===== src/rtl/vga_pkg.sv =====
// Shared timing constants, mode encodings and colour-bar table for the VGA scan controller.
// Pure declarations: no latency, no backpressure.
package vga_pkg;

    localparam int VGA_H_ACTIVE = 640;
    localparam int VGA_H_FP     = 16;
    localparam int VGA_H_SYNC   = 96;
    localparam int VGA_H_BP     = 48;
    localparam int VGA_V_ACTIVE = 480;
    localparam int VGA_V_FP     = 10;
    localparam int VGA_V_SYNC   = 2;
    localparam int VGA_V_BP     = 33;

    typedef enum logic [1:0] {
        MODE_EXT   = 2'd0,
        MODE_BARS  = 2'd1,
        MODE_CHECK = 2'd2,
        MODE_SOLID = 2'd3
    } mode_e;

    // {R,G,B} on/off per bar, index 0 is the leftmost (white ... black)
    localparam logic [7:0][2:0] BAR_RGB = {
        3'b000, 3'b001, 3'b100, 3'b101, 3'b010, 3'b011, 3'b110, 3'b111
    };

    typedef struct packed {
        mode_e      mode;
        logic       first;
        logic       active;
        logic       hsync;
        logic       vsync;
        logic [9:0] h;
        logic [9:0] v;
    } pipe_t;

endpackage


===== src/rtl/vga_scan_ctrl_if.sv =====
// Pixel-source request bus: column/row address plus read enable.
// Purely combinational wiring; the source has no way to stall the scan.
interface vga_scan_ctrl_if;
    logic [9:0] h_addr;
    logic [9:0] v_addr;
    logic       rd_en;

    modport master (output h_addr, output v_addr, output rd_en);
    modport slave  (input  h_addr, input  v_addr, input  rd_en);
endinterface


===== src/rtl/vga_delay_line.sv =====
// pix_ce-gated shift register of DEPTH stages; DEPTH=0 is a wire.
// Latency DEPTH enabled ticks; holds while ce=0, no backpressure.
module vga_delay_line #(
    parameter int WIDTH = 1,
    parameter int DEPTH = 1
) (
    input  logic             clk,
    input  logic             reset,
    input  logic             ce,
    input  logic [WIDTH-1:0] din,
    output logic [WIDTH-1:0] dout
);

    generate
        if (DEPTH == 0) begin : g_bypass
            logic unused_ok;
            assign unused_ok = ^{clk, reset, ce};
            assign dout = din;
        end else begin : g_pipe
            logic [WIDTH-1:0] stage_q [DEPTH];
            logic [WIDTH-1:0] stage_d [DEPTH];

            always_comb begin
                for (int i = 0; i < DEPTH; i++) stage_d[i] = stage_q[i];
                if (ce) begin
                    stage_d[0] = din;
                    for (int i = 1; i < DEPTH; i++) stage_d[i] = stage_q[i-1];
                end
            end

            always_ff @(posedge clk) begin
                if (reset) begin
                    for (int i = 0; i < DEPTH; i++) stage_q[i] <= '0;
                end else begin
                    for (int i = 0; i < DEPTH; i++) stage_q[i] <= stage_d[i];
                end
            end

            assign dout = stage_q[DEPTH-1];
        end
    endgenerate

endmodule


===== src/rtl/vga_scan_ctrl_timing.sv =====
// Horizontal/vertical scan counters with raw active/sync decode and source address bus.
// Decode is combinational from the counters; advances only on pix_ce, never stalls.
module vga_scan_ctrl_timing #(
    parameter int H_ACTIVE = 640,
    parameter int H_FP     = 16,
    parameter int H_SYNC   = 96,
    parameter int H_BP     = 48,
    parameter int V_ACTIVE = 480,
    parameter int V_FP     = 10,
    parameter int V_SYNC   = 2,
    parameter int V_BP     = 33
) (
    input  logic             clk,
    input  logic             reset,
    input  logic             pix_ce,
    vga_scan_ctrl_if.master  src,
    output logic [9:0]       h_cnt,
    output logic [9:0]       v_cnt,
    output logic             active,
    output logic             hsync,
    output logic             vsync,
    output logic             first
);

    localparam logic [9:0] H_LAST = 10'(H_ACTIVE + H_FP + H_SYNC + H_BP - 1);
    localparam logic [9:0] V_LAST = 10'(V_ACTIVE + V_FP + V_SYNC + V_BP - 1);
    localparam logic [9:0] H_ACT  = 10'(H_ACTIVE);
    localparam logic [9:0] V_ACT  = 10'(V_ACTIVE);
    localparam logic [9:0] HS_BEG = 10'(H_ACTIVE + H_FP);
    localparam logic [9:0] HS_END = 10'(H_ACTIVE + H_FP + H_SYNC);
    localparam logic [9:0] VS_BEG = 10'(V_ACTIVE + V_FP);
    localparam logic [9:0] VS_END = 10'(V_ACTIVE + V_FP + V_SYNC);

    logic [9:0] h_cnt_q, h_cnt_d;
    logic [9:0] v_cnt_q, v_cnt_d;

    always_comb begin
        h_cnt_d = h_cnt_q;
        v_cnt_d = v_cnt_q;
        if (pix_ce) begin
            if (h_cnt_q == H_LAST) begin
                h_cnt_d = '0;
                v_cnt_d = (v_cnt_q == V_LAST) ? '0 : v_cnt_q + 10'd1;
            end else begin
                h_cnt_d = h_cnt_q + 10'd1;
            end
        end
    end

    always_ff @(posedge clk) begin
        if (reset) begin
            h_cnt_q <= '0;
            v_cnt_q <= '0;
        end else begin
            h_cnt_q <= h_cnt_d;
            v_cnt_q <= v_cnt_d;
        end
    end

    assign h_cnt  = h_cnt_q;
    assign v_cnt  = v_cnt_q;
    assign active = (h_cnt_q < H_ACT) && (v_cnt_q < V_ACT);
    assign hsync  = (h_cnt_q >= HS_BEG) && (h_cnt_q < HS_END);
    assign vsync  = (v_cnt_q >= VS_BEG) && (v_cnt_q < VS_END);
    assign first  = (h_cnt_q == '0) && (v_cnt_q == '0);

    assign src.h_addr = active ? h_cnt_q : '0;
    assign src.v_addr = active ? v_cnt_q : '0;
    assign src.rd_en  = active;

endmodule


===== src/rtl/vga_scan_ctrl.sv =====
// VGA scan controller: timing, source-aligned delay line, pattern mux and output registers.
// Pins lag the counters by RD_LAT+1 pix_ce ticks; runs free, no backpressure.
module vga_scan_ctrl
    import vga_pkg::*;
#(
    parameter int H_ACTIVE = VGA_H_ACTIVE,
    parameter int H_FP     = VGA_H_FP,
    parameter int H_SYNC   = VGA_H_SYNC,
    parameter int H_BP     = VGA_H_BP,
    parameter int V_ACTIVE = VGA_V_ACTIVE,
    parameter int V_FP     = VGA_V_FP,
    parameter int V_SYNC   = VGA_V_SYNC,
    parameter int V_BP     = VGA_V_BP,
    parameter int HS_POL   = 0,
    parameter int VS_POL   = 0,
    parameter int CW       = 8,
    parameter int RD_LAT   = 1
) (
    input  logic            clk,
    input  logic            reset,
    input  logic            pix_ce,
    input  logic [1:0]      mode,
    input  logic [3*CW-1:0] solid_rgb,
    input  logic [3*CW-1:0] pix_rgb,
    output logic [9:0]      h_addr,
    output logic [9:0]      v_addr,
    output logic            rd_en,
    output logic [CW-1:0]   vga_r,
    output logic [CW-1:0]   vga_g,
    output logic [CW-1:0]   vga_b,
    output logic            vga_hs,
    output logic            vga_vs,
    output logic            vga_blank_n,
    output logic            frame_start
);

    localparam logic       HS_ON = 1'(HS_POL);
    localparam logic       VS_ON = 1'(VS_POL);
    localparam logic [9:0] BAR_W = 10'(H_ACTIVE / 8);

    vga_scan_ctrl_if src_if ();

    logic [9:0] h_cnt, v_cnt;
    logic       raw_active, raw_hs, raw_vs, raw_first;

    vga_scan_ctrl_timing #(
        .H_ACTIVE(H_ACTIVE), .H_FP(H_FP), .H_SYNC(H_SYNC), .H_BP(H_BP),
        .V_ACTIVE(V_ACTIVE), .V_FP(V_FP), .V_SYNC(V_SYNC), .V_BP(V_BP)
    ) u_timing (
        .clk    (clk),
        .reset  (reset),
        .pix_ce (pix_ce),
        .src    (src_if),
        .h_cnt  (h_cnt),
        .v_cnt  (v_cnt),
        .active (raw_active),
        .hsync  (raw_hs),
        .vsync  (raw_vs),
        .first  (raw_first)
    );

    assign h_addr = src_if.h_addr;
    assign v_addr = src_if.v_addr;
    assign rd_en  = src_if.rd_en;

    // The frame's mode rides with its pixels so it lines up at any RD_LAT, including 0.
    mode_e mode_q, mode_d, cur_mode;
    assign cur_mode = raw_first ? mode_e'(mode) : mode_q;
    assign mode_d   = pix_ce ? cur_mode : mode_q;

    pipe_t pipe_in, pipe_out;
    assign pipe_in = '{mode: cur_mode, first: raw_first, active: raw_active,
                       hsync: raw_hs, vsync: raw_vs, h: h_cnt, v: v_cnt};

    vga_delay_line #(.WIDTH($bits(pipe_t)), .DEPTH(RD_LAT)) u_dly (
        .clk   (clk),
        .reset (reset),
        .ce    (pix_ce),
        .din   (pipe_in),
        .dout  (pipe_out)
    );

    logic unused_v;
    assign unused_v = ^{pipe_out.v[9:6], pipe_out.v[4:0]};

    logic [3*CW-1:0] pat_rgb;
    logic [9:0]      bar_idx;
    logic [2:0]      bar_flags;
    logic [3*CW-1:0] rgb_q, rgb_d;
    logic            hs_q, hs_d, vs_q, vs_d, blank_n_q, blank_n_d, fs_q, fs_d;

    always_comb begin
        bar_idx   = pipe_out.h / BAR_W;
        bar_flags = BAR_RGB[(bar_idx > 10'd7) ? 3'd7 : bar_idx[2:0]];
        pat_rgb   = '0;
        case (pipe_out.mode)
            MODE_EXT:   pat_rgb = pix_rgb;
            MODE_BARS:  pat_rgb = {{CW{bar_flags[2]}}, {CW{bar_flags[1]}}, {CW{bar_flags[0]}}};
            MODE_CHECK: pat_rgb = (pipe_out.h[5] ^ pipe_out.v[5]) ? '0 : '1;
            MODE_SOLID: pat_rgb = solid_rgb;
            default:    pat_rgb = '0;
        endcase
    end

    // frame_start is a single-clk strobe, so it drops on idle clocks instead of holding.
    always_comb begin
        rgb_d     = rgb_q;
        hs_d      = hs_q;
        vs_d      = vs_q;
        blank_n_d = blank_n_q;
        fs_d      = 1'b0;
        if (pix_ce) begin
            rgb_d     = pipe_out.active ? pat_rgb : '0;
            hs_d      = pipe_out.hsync ? HS_ON : ~HS_ON;
            vs_d      = pipe_out.vsync ? VS_ON : ~VS_ON;
            blank_n_d = pipe_out.active;
            fs_d      = pipe_out.first;
        end
    end

    always_ff @(posedge clk) begin
        if (reset) begin
            rgb_q     <= '0;
            hs_q      <= ~HS_ON;
            vs_q      <= ~VS_ON;
            blank_n_q <= 1'b0;
            fs_q      <= 1'b0;
            mode_q    <= MODE_EXT;
        end else begin
            rgb_q     <= rgb_d;
            hs_q      <= hs_d;
            vs_q      <= vs_d;
            blank_n_q <= blank_n_d;
            fs_q      <= fs_d;
            mode_q    <= mode_d;
        end
    end

    assign vga_r       = rgb_q[3*CW-1:2*CW];
    assign vga_g       = rgb_q[2*CW-1:CW];
    assign vga_b       = rgb_q[CW-1:0];
    assign vga_hs      = hs_q;
    assign vga_vs      = vs_q;
    assign vga_blank_n = blank_n_q;
    assign frame_start = fs_q;

endmodule


===== config.mk =====
export PLATFORM = sky130hd
export DESIGN_NAME = vga_scan_ctrl
export DESIGN_NICKNAME = d
export VERILOG_FILES = /design/src/rtl/vga_pkg.sv /design/src/rtl/vga_scan_ctrl_if.sv /design/src/rtl/vga_delay_line.sv /design/src/rtl/vga_scan_ctrl_timing.sv /design/src/rtl/vga_scan_ctrl.sv
export SDC_FILE = /design/constraint.sdc
export NUM_CORES = 1
export LEC_CHECK = 0
export BUFFER_PORTS_ARGS = -buffer_cell sky130_fd_sc_hd__buf_2
export CAP_MARGIN = 20
export CORE_ASPECT_RATIO = 1.25
export CORE_UTILIZATION = 50
export DETAILED_ROUTE_END_ITERATION = 6
export PLACE_DENSITY = 0.78
export SYNTH_ARGS = -nofsm -noshare
export SYNTH_HDL_FRONTEND = slang
export SYNTH_SLANG_ARGS = --single-unit

===== constraint.sdc =====
create_clock -name clk -period 2.65 [get_ports clk]
set_clock_uncertainty 0.15 [all_clocks]
set_input_delay 0.53 -clock clk [delete_from_list [all_inputs] [get_ports clk]]
set_output_delay 0.53 -clock clk [all_outputs]
set_load 0.1 [all_outputs]

==> results of run 1 <==
metal layers:
| layer | up-vias | track usage, % | wire (um) |
|---|---|---|---|
| met2 | 108 | 43.7 | 4080 |
| met3 | 15 | 4.79 | 458 |
| li1 | 1552 | - | - |
| met1 | 1473 | 28.5 | 3460 |
| met4 | 0 | 11.9 | 171 |
| met5 | - | 0 | 0 |
power by group through the flow:
stage | combinational [mW] | sequential (mW) | clock [mW]
3_5_place_dp | 0.344 | 0.980 | 0
2_1_floorplan | 0.139 | 1.09 | 0
5_1_grt | 0.367 | 0.963 | 0.787
4_1_cts | 0.345 | 0.960 | 0.747
3_3_place_gp | 0.341 | 0.979 | 0
6_report | 0.345 | 0.959 | 0.736
timing repair:
item | 4_1_cts | 5_1_grt
setup endpoints to repair | 5 | 19
resized for setup | 0 | 2
buffers inserted | 1 | 0
worst max path at each step:
stage,start,end,cells after the start
finish,u_timing.v_cnt[5]$_SDFFE_PP0P_,v_addr[4],5
global route,u_timing.v_cnt[5]$_SDFFE_PP0P_,h_addr[7],5
CTS,u_timing.v_cnt[5]$_SDFFE_PP0P_,h_addr[7],5
detailed placement,u_timing.v_cnt[5]$_SDFFE_PP0P_,h_addr[7],5
global placement,u_timing.v_cnt[5]$_SDFFE_PP0P_,h_addr[5],5
floorplan,u_timing.v_cnt[5]$_SDFFE_PP0P_,h_addr[0],5
kinds of logic after synthesis:
group	synth area share (%)
other cells	0.115
mux	4.60
fa+ha+maj	1.53
xor+xnor	4.83
flops	37.4
buf+inv	6.40
simple gates	27.1
compound gates	18.0
critical path, delay by kind of cell, from the launching register on:
kind / cells / cell delay, ns
DFF: 1 / 0.40
AOI/OAI and AO/OA: 1 / 0.30
and+or+nand+nor: 2 / 0.43
buffers and inverters: 2 / 0.38
synth_stat cells, types with 2 or more instances:
master,n
nand4_1,9
or3_1,9
nor3_1,9
nor2b_1,11
and3_1,4
xor2_1,15
clkbuf_1,16
o2111ai_2,2
nand4b_1,2
a21oi_1,31
ha_1,4
a211oi_1,9
nand2_1,31
mux2i_1,15
buf_6,2
dfxtp_1,61
nor4_1,3
o21ai_0,25
a311oi_1,8
nor4_4,2
o21ai_1,11
nor2_1,31
nand3_1,4
inv_1,8
nand2b_1,5
and2_1,21
xnor2_1,3
nand4_4,2
buf_2,11
buf_4,5
flip-flops by register name, indices dropped and copies added, names as in the netlist:
| register | cells |
|---|---|
| vga_blank_n | 1 |
| frame_start | 1 |
| mode_q | 2 |
| vga_hs | 1 |
| vga_vs | 1 |
| u_dly.g_pipe.stage_q | 11 |
| u_timing.v_cnt | 10 |
| u_timing.h_cnt | 10 |
| rgb_q | 24 |
per-stage QoR:
stage	power [mW]	hold WS, ns
3_3_place_gp	1.32	0.280
5_1_grt	2.12	0.298
2_1_floorplan	1.23	0.269
6_report	2.04	0.287
4_1_cts	2.05	0.283
3_5_place_dp	1.32	0.288
area by class of cell:
cell class	count	area, um^2
inverter	8	30.0
clock buffer	12	155
multi-input combinational	288	1860
fill	505	1940
clock inverter	4	22.5
tap	85	106
timing repair buffer	113	902
sequential	61	1220
==> impl_metrics.csv, run 1 <==
group,metric,value,unit
outcome,outcome,"completed",
setup_path,r2r_end,"u_timing.v_cnt[2]$_SDFFE_PP0P_",
placed_design,place_hpwl,5790,um
timing,finalMaxSlewViolations,0,
hold_path,min_from,"mode[1]",
hold_path,whs_endpoint,"mode_q[1]$_SDFFE_PP0P_",
die,die_w,74.3,um
yosys,synth_enable_flop_cells,0,
power,swShare,30.2,%
grt,antenna_found_initial,0,
setup_path,end_kind,"output port",
yosys,syn-instance-count,392,
yosys,yosysWarnings,0,
power,leakagePower,1.84,nW
clocking,clk_pin_slew,0.07,ns
drt,drt_iter0_markers,128,
power,p_seq_share,47.0,%
setup_path,start_kind,"flop",
power,pwr-share-comb,16.9,%
setup_path,crit_chain,"and3_1, a211oi_2, buf_6, and2_2, buf_12",
setup_path,crit_required,1.97,ns
grt,grt_first_pass_wirelength,13400,um
job,drv_cap,0,
finish,syn2layout_area_growth,31.7,%
finish,final_common_cell,"buf_2",
setup_path,slowest_delay,0.40,ns
finish,nNetsFinal,538,
drt,wl,8180,um
timing,final_hold_viol_count,0,
power,peakVddDrop,0.278,mV
clocking,cts_num_sinks,61,
finish,drive_above_1_share,33.1,%
timing,setup_viol,0,
clocking,clock_path_buffers,2,
power,switchingPower,0.617,mW
die,io_pins,102,
timing,min_period,2.53,ns
die,initial_utilization,52.3,%
yosys,ys_seq_area_share,37.4,%
yosys,synth.net_count,449,
power,powerDensity,474,nW/um^2
yosys,yosysTopAreaCell,"dfxtp_1",
grt,overflow,0,
hold_path,hold_depth,3,
die,coreArea,6250,um^2
hold_path,min_path_type,"input port to flop",
yosys,synth_top_flop_cell,"dfxtp_1",
clocking,h-tree-depth,3,
power,internal-power,1.42,mW
setup_path,worstRegToRegCells,6,
yosys,avgSynthCellArea,8.33,um^2
finish,design_area,4300,um^2
drt,post_drt_via_cell_ratio,5.51,
yosys,synth.distinct_cells,53,
grt,grt_max_degree,25,
yosys,synth_top_area_share,37.4,%
power,clockPowerShare,36.1,%
clocking,root_buffer,"clkbuf_8",
setup_path,cpMaxStageDelayCell,"dfxtp_1",
clocking,cts_buffers,9,
timing,max_slew.worst_pin.slew,1.07,ns
drt,antenna_left,0,
clocking,postCtsHoldBufs,0,
timing,rsz0062_at_grt,"false",
grt,grt_pass1_vias,2980,
setup_path,r2r-start,"u_timing.v_cnt[0]$_SDFFE_PP0P_",
placed_design,io_buffer_count,100,
placed_design,place_ws,0.409,ns
timing,finalWorstSetupSlack,0.120,ns
setup_path,rrSetupSlack,0.43,ns
finish,antenna_cells,0,
finish,fin_util,68.9,%
yosys,synth_top_cells_by_area,"dfxtp_1 37%, a21oi_1 4.8%, mux2i_1 4.6%",
grt,grt_use_total,25.0,%
finish,final_cell_mix,"80 x buf_2, 61 x dfxtp_1, 31 x nor2_1, 31 x nand2_1, 31 x a21oi_1",
timing,max_freq,395,MHz
die,rows,32,
setup_path,path_max_fanout,19,
timing,fin_setup_tns,0,ns
placed_design,placed_cells,554,
yosys,async_flop_share,0,%
setup_path,critPathArrivalTime,1.85,ns
yosys,synth-seq-cells,61,
finish,final_cells,571,
drt,drc,0,
setup_path,worst-setup-path-type,"flop to output port",
placed_design,routabilityCongestion,0.864,
clocking,clkLatencyLatePin,0.33,ns
die,dieArea,6860,um^2
clocking,cts_tree,"done",
drt,first_pass_iters,4,
drt,num_vias,3148,
drt,wl_per_cell,14.3,um
die,die_height,92.4,um
placed_design,dpl_cell_area,4110,um^2
timing,post-route-period-util,95.5,%
timing,relSlewSlack,28.7,%
yosys,synthesis.area,3270,um^2
No activity file was read; power rests on OpenSTA's default activity.
==> run 2, diff against run 1 <==
--- a/config.mk
+++ b/config.mk
@@ -8,6 +8,7 @@
 export BUFFER_PORTS_ARGS = -buffer_cell sky130_fd_sc_hd__buf_2
 export CAP_MARGIN = 20
 export CORE_ASPECT_RATIO = 1.25
+export CORE_MARGIN = 10
 export CORE_UTILIZATION = 50
 export DETAILED_ROUTE_END_ITERATION = 6
 export PLACE_DENSITY = 0.78
==> impl_metrics.csv, run 2 (synthesis results as in run 1) <==
group,metric,value,unit
finish,largest_reg_flops,24,
timing,max_slew.worst_pin.slew,0.777,ns
setup_path,path_max_fanout,10,
setup_path,crit_path_start,"u_timing.v_cnt[5]$_SDFFE_PP0P_",
placed_design,place_hpwl,6720,um
power,peakVddDrop,0.270,mV
placed_design,routabilityCongestion,0.858,
clocking,cts-resized-gates,0,
timing,setup_viol,0,
finish,fin_util,68.8,%
clocking,clock_path_buffers,2,
finish,antenna_cells,0,
power,leakagePower,1.83,nW
grt,antenna_found_initial,0,
setup_path,worst-setup-path-type,"flop to output port",
finish,drive_above_1_share,32.9,%
placed_design,placed_cells,551,
drt,post_drt_via_cell_ratio,5.55,
finish,largest_register,"rgb_q",
grt,grt_pass1_vias,3015,
grt,grt_use_total,17.3,%
grt,overflow,0,
setup_path,r2r-start,"u_timing.v_cnt[0]$_SDFFE_PP0P_",
drt,wl,9100,um
finish,reg.largest.list,"rgb_q x24, u_dly.g_pipe.stage_q x11",
setup_path,path_buf_inv,2,
finish,nNetsFinal,535,
setup_path,rrSetupSlack,0.48,ns
die,rows,32,
clocking,root_buffer,"clkbuf_8",
timing,min_period,2.51,ns
setup_path,crit_chain,"and3_1, a211oi_2, buf_4, and2_2, buf_12",
clocking,h-tree-depth,3,
setup_path,critPathArrivalTime,1.83,ns
die,die_w,92.3,um
clocking,cts_tree,"done",
timing,relSlewSlack,48.2,%
finish,syn2layout_area_growth,31.5,%
setup_path,crit_end,"h_addr[3]",
timing,final_hold_viol_count,0,
die,die_height,110,um
finish,final_cell_mix,"80 x buf_2, 61 x dfxtp_1, 31 x nor2_1, 31 x nand2_1, 31 x a21oi_1",
clocking,cts_num_sinks,61,
setup_path,cpMaxStageDelayCell,"dfxtp_1",
drt,first_pass_iters,4,
drt,antenna_left,0,
hold_path,min_path_type,"input port to flop",
clocking,clkLatencyLatePin,0.34,ns
timing,finalWorstSetupSlack,0.143,ns
drt,drc,0,
clocking,postCtsHoldBufs,0,
drt,wl_per_cell,16.0,um
setup_path,worstRegToRegCells,6,
finish,final_cells,568,
placed_design,io_buffer_count,100,
outcome,outcome,"completed",
finish,final_common_cell,"buf_2",
timing,max_freq,399,MHz
grt,grt_first_pass_wirelength,14600,um
setup_path,end_kind,"output port",
die,io_pins,102,
grt,grt_max_degree,24,
setup_path,crit_required,1.97,ns
job,drv_cap,0,
clocking,post-cts-setup-buffer-count,0,
die,initial_utilization,52.3,%
drt,num_vias,3152,
clocking,cts_buffers,9,
die,coreArea,6250,um^2
setup_path,slowest_delay,0.40,ns
timing,rsz0062_at_grt,"false",
drt,drt_iter0_markers,141,
clocking,clk_pin_slew,0.07,ns
power,power,2.11,mW
power,powerDensity,492,nW/um^2
die,dieArea,10200,um^2
setup_path,crit_family,"simple AND/OR/NAND/NOR gates",
timing,fin_setup_tns,0,ns
setup_path,r2r_end,"u_timing.v_cnt[6]$_SDFFE_PP0P_",
timing,post-route-period-util,94.6,%
placed_design,place_ws,0.448,ns
setup_path,start_kind,"flop",
timing,finalMaxSlewViolations,0,
setup_path,worstSetupPathDepth,5,
-- run 2: cell type report --
cell class	instances	area (um^2)
Inverter	8	30.0
Clock buffer	9	124
Multi-Input combinational cell	288	1860
Tap cell	85	106
Fill cell	505	1950
Timing Repair Buffer	110	882
Clock inverter	7	66.3
Sequential cell	61	1220
-- run 2: worst min-delay path by stage --
stage / to / depth (start not counted) / slack [ns] / from
6_report: mode_q[0]$_SDFFE_PP0P_ / 3 / 0.29 / mode[0]
5_1_grt: mode_q[0]$_SDFFE_PP0P_ / 3 / 0.30 / mode[0]
4_1_cts: mode_q[0]$_SDFFE_PP0P_ / 3 / 0.29 / mode[0]
3_5_place_dp: rgb_q[18]$_SDFFE_PP0P_ / 2 / 0.29 / rgb_q[18]$_SDFFE_PP0P_
3_3_place_gp: rgb_q[11]$_SDFFE_PP0P_ / 2 / 0.28 / rgb_q[11]$_SDFFE_PP0P_
2_1_floorplan: frame_start$_SDFF_PP0_ / 2 / 0.27 / u_dly.g_pipe.stage_q[0][23]$_SDFFE_PP0P_
-- run 2: per-stage QoR --
stage          cell area (um^2)  hold WS (ns)
2_1_floorplan              3290         0.269
3_3_place_gp               4090         0.279
3_5_place_dp               4090         0.291
4_1_cts                    4280         0.293
5_1_grt                    4290         0.303
6_report                   4290         0.291
-- run 2: power breakdown --
| group | switching (mW) | leakage, nW | internal, mW | total [mW] |
|---|---|---|---|---|
| logic | 0.251 | 1.24 | 0.0980 | 0.349 |
| registers | 0.0194 | 0.495 | 0.941 | 0.960 |
| clock network | 0.375 | 0.0987 | 0.428 | 0.803 |
-- run 2: worst register-to-register path, cell delays in order (launching register included) --
cell and delay (ns):
dfxtp_1 0.35, inv_1 0.11, ha_1 0.18, or4b_4 0.49
nor4_1 0.40, a21o_2 0.30, nor2_1 0.08
-- run 2: routing by layer --
layer	GRT usage (%)	share of wire, %
met3	7.10	10
met1	19.7	41
met4	5.85	1.8
met2	29.0	47
met5	0	0
==> run 3, diff against run 2 <==
--- a/config.mk
+++ b/config.mk
@@ -9,9 +9,10 @@
 export CAP_MARGIN = 20
 export CORE_ASPECT_RATIO = 1.25
 export CORE_MARGIN = 10
-export CORE_UTILIZATION = 50
+export CORE_UTILIZATION = 25
 export DETAILED_ROUTE_END_ITERATION = 6
-export PLACE_DENSITY = 0.78
+export PLACE_DENSITY = 0.44
 export SYNTH_ARGS = -nofsm -noshare
 export SYNTH_HDL_FRONTEND = slang
+export SYNTH_HIERARCHICAL = 1
 export SYNTH_SLANG_ARGS = --single-unit
==> impl_metrics.csv, run 3 <==
group,metric,value,unit
setup_path,worstRegToRegCells,5,
hold_path,hold_depth,1,
timing,setup_viol,0,
timing,final_hold_viol_count,0,
clocking,cts_tree,"done",
grt,grt_use_total,11.4,%
yosys,avgSynthCellArea,8.43,um^2
placed_design,io_buffer_count,100,
drt,top_layer_used,"met4",
setup_path,r2r_end,"rgb_q[7]$_SDFFE_PP0P_",
power,pwr-share-comb,15.5,%
placed_design,routabilityCongestion,0.803,
drt,first_pass_iters,4,
timing,fin_setup_tns,0,ns
setup_path,r2r-start,"u_dly/g_pipe.stage_q[0][17]$_SDFFE_PP0P_",
clocking,h-tree-depth,3,
clocking,cts_buffers,9,
power,switchingPower,0.716,mW
setup_path,critPathArrivalTime,1.78,ns
finish,final_common_cell,"buf_2",
power,swShare,28.1,%
job,drv_cap,0,
finish,fin_util,34.2,%
die,initial_utilization,25.3,%
hold_path,min_from,"rgb_q[23]$_SDFFE_PP0P_",
hold_path,whs_endpoint,"rgb_q[23]$_SDFFE_PP0P_",
clocking,root_buffer,"clkbuf_16",
clocking,clkLatencyLatePin,0.33,ns
clocking,cts_num_sinks,63,
setup_path,worst-setup-path-type,"flop to output port",
power,peakVddDrop,0.223,mV
grt,grt_first_pass_wirelength,17100,um
timing,finalMaxSlewViolations,0,
grt,overflow,0,
finish,largest_register,"rgb_q",
clocking,post-cts-setup-buffer-count,0,
timing,rsz0062_at_grt,"false",
yosys,yosysWarnings,6,
finish,nNetsFinal,546,
clocking,clk_pin_slew,0.05,ns
timing,max_slew.worst_pin.slew,0.899,ns
power,power,2.55,mW
finish,final_cell_mix,"85 x buf_2, 62 x dfxtp_1, 56 x nor2_1, 32 x a21oi_1, 31 x o21ai_0",
finish,antenna_cells,0,
drt,post_drt_via_cell_ratio,4.80,
drt,drt_iter0_markers,139,
finish,drive_above_1_share,32.6,%
yosys,syn-instance-count,395,
grt,grt_max_degree,29,
placed_design,place_ws,0.395,ns
grt,grt_pass1_vias,3265,
drt,met3_length,992,um
die,rows,47,
power,p_seq_share,39.1,%
drt,drc,0,
drt,wl_per_cell,15.6,um
hold_path,min_path_type,"flop to flop",
placed_design,place_hpwl,7910,um
setup_path,end_kind,"output port",
power,leakagePower,1.93,nW
timing,timing.hold.ws,0.293,ns
timing,post-route-period-util,92.9,%
die,dieArea,18400,um^2
timing,relSlewSlack,40.1,%
drt,wl,10400,um
power,powerDensity,566,nW/um^2
setup_path,rrSetupSlack,0.41,ns
setup_path,start_kind,"flop",
power,clockPowerShare,45.4,%
finish,syn2layout_area_growth,35.2,%
die,die_height,149,um
timing,finalWorstSetupSlack,0.189,ns
grt,antenna_found_initial,0,
outcome,outcome,"completed",
finish,reg.largest.list,"rgb_q x24, u_dly/g_pipe.stage_q x13",
drt,num_vias,3195,
die,io_pins,102,
drt,wl_met2,4620,um
clocking,clock_path_buffers,2,
timing,max_freq,406,MHz
die,coreArea,13200,um^2
finish,largest_reg_flops,24,
drt,antenna_left,0,
yosys,synthesis.area,3330,um^2
drt,wl_met1,4640,um
timing,min_period,2.46,ns
power,internal-power,1.83,mW
setup_path,crit_required,1.97,ns
die,die_w,123,um
yosys,synth.net_count,452,
setup_path,path_max_fanout,7,
[run 3: how the worst max path moves through the flow]
stage | slack (ns) | endpoint | start | cells past startpoint
floorplan | -0.36 | h_addr[0] | u_timing/h_cnt[8]$_SDFFE_PP0P_ | 3
global route | 0.07 | v_addr[5] | u_timing/v_cnt[6]$_SDFFE_PP0P_ | 6
finish | 0.19 | h_addr[1] | u_timing/v_cnt[6]$_SDFFE_PP0P_ | 5
global placement | 0.42 | v_addr[5] | u_timing/h_cnt[8]$_SDFFE_PP0P_ | 5
CTS | 0.09 | v_addr[5] | u_timing/h_cnt[9]$_SDFFE_PP0P_ | 5
detailed placement | 0.39 | rgb_q[7]$_SDFFE_PP0P_ | u_dly/g_pipe.stage_q[0][17]$_SDFFE_PP0P_ | 5
[run 3: cell type report]
class,count,area [um^2]
Fill cell,1400,8670
Clock buffer,12,246
Sequential cell,63,1260
Tap cell,171,214
Multi-Input combinational cell,296,1890
Clock inverter,4,45.0
Timing Repair Buffer,111,808
Inverter,8,30.0
[run 3: metrics by stage]
step,area [um^2],std cells
4_1_cts,4490,665
6_report,4500,665
3_5_place_dp,4200,649
5_1_grt,4500,665
3_3_place_gp,4200,649
2_1_floorplan,3370,395
[run 3: critical path, cell delays in order (launching register included)]
cell and delay [ns]:
dfxtp_1 0.36, nand3_1 0.17, nor2_1 0.09, buf_4 0.16, nor4_2 0.21, buf_2 0.47
[run 3: repair_timing]
action,in CTS,in global routing
hold endpoints to repair,0,0
resized for setup,0,3
hold buffers,0,0
endpoints found under the setup margin,0,14
[run 3: power by group through the flow]
stage               Sequential [mW]  Combinational (mW)  Clock (mW)
finish                        0.996               0.394        1.16
global route                  0.998               0.426        1.24
CTS                           0.995               0.398        1.20
detailed placement             1.02               0.397           0
global placement               1.01               0.396           0
floorplan                      1.14               0.181           0
[run 3: per-layer routing]
layer	global-route usage, %	vias up
met2	17.3	104
met4	4.03	0
met3	4.36	11
li1	-	1597
met1	14.2	1483
met5	0	-
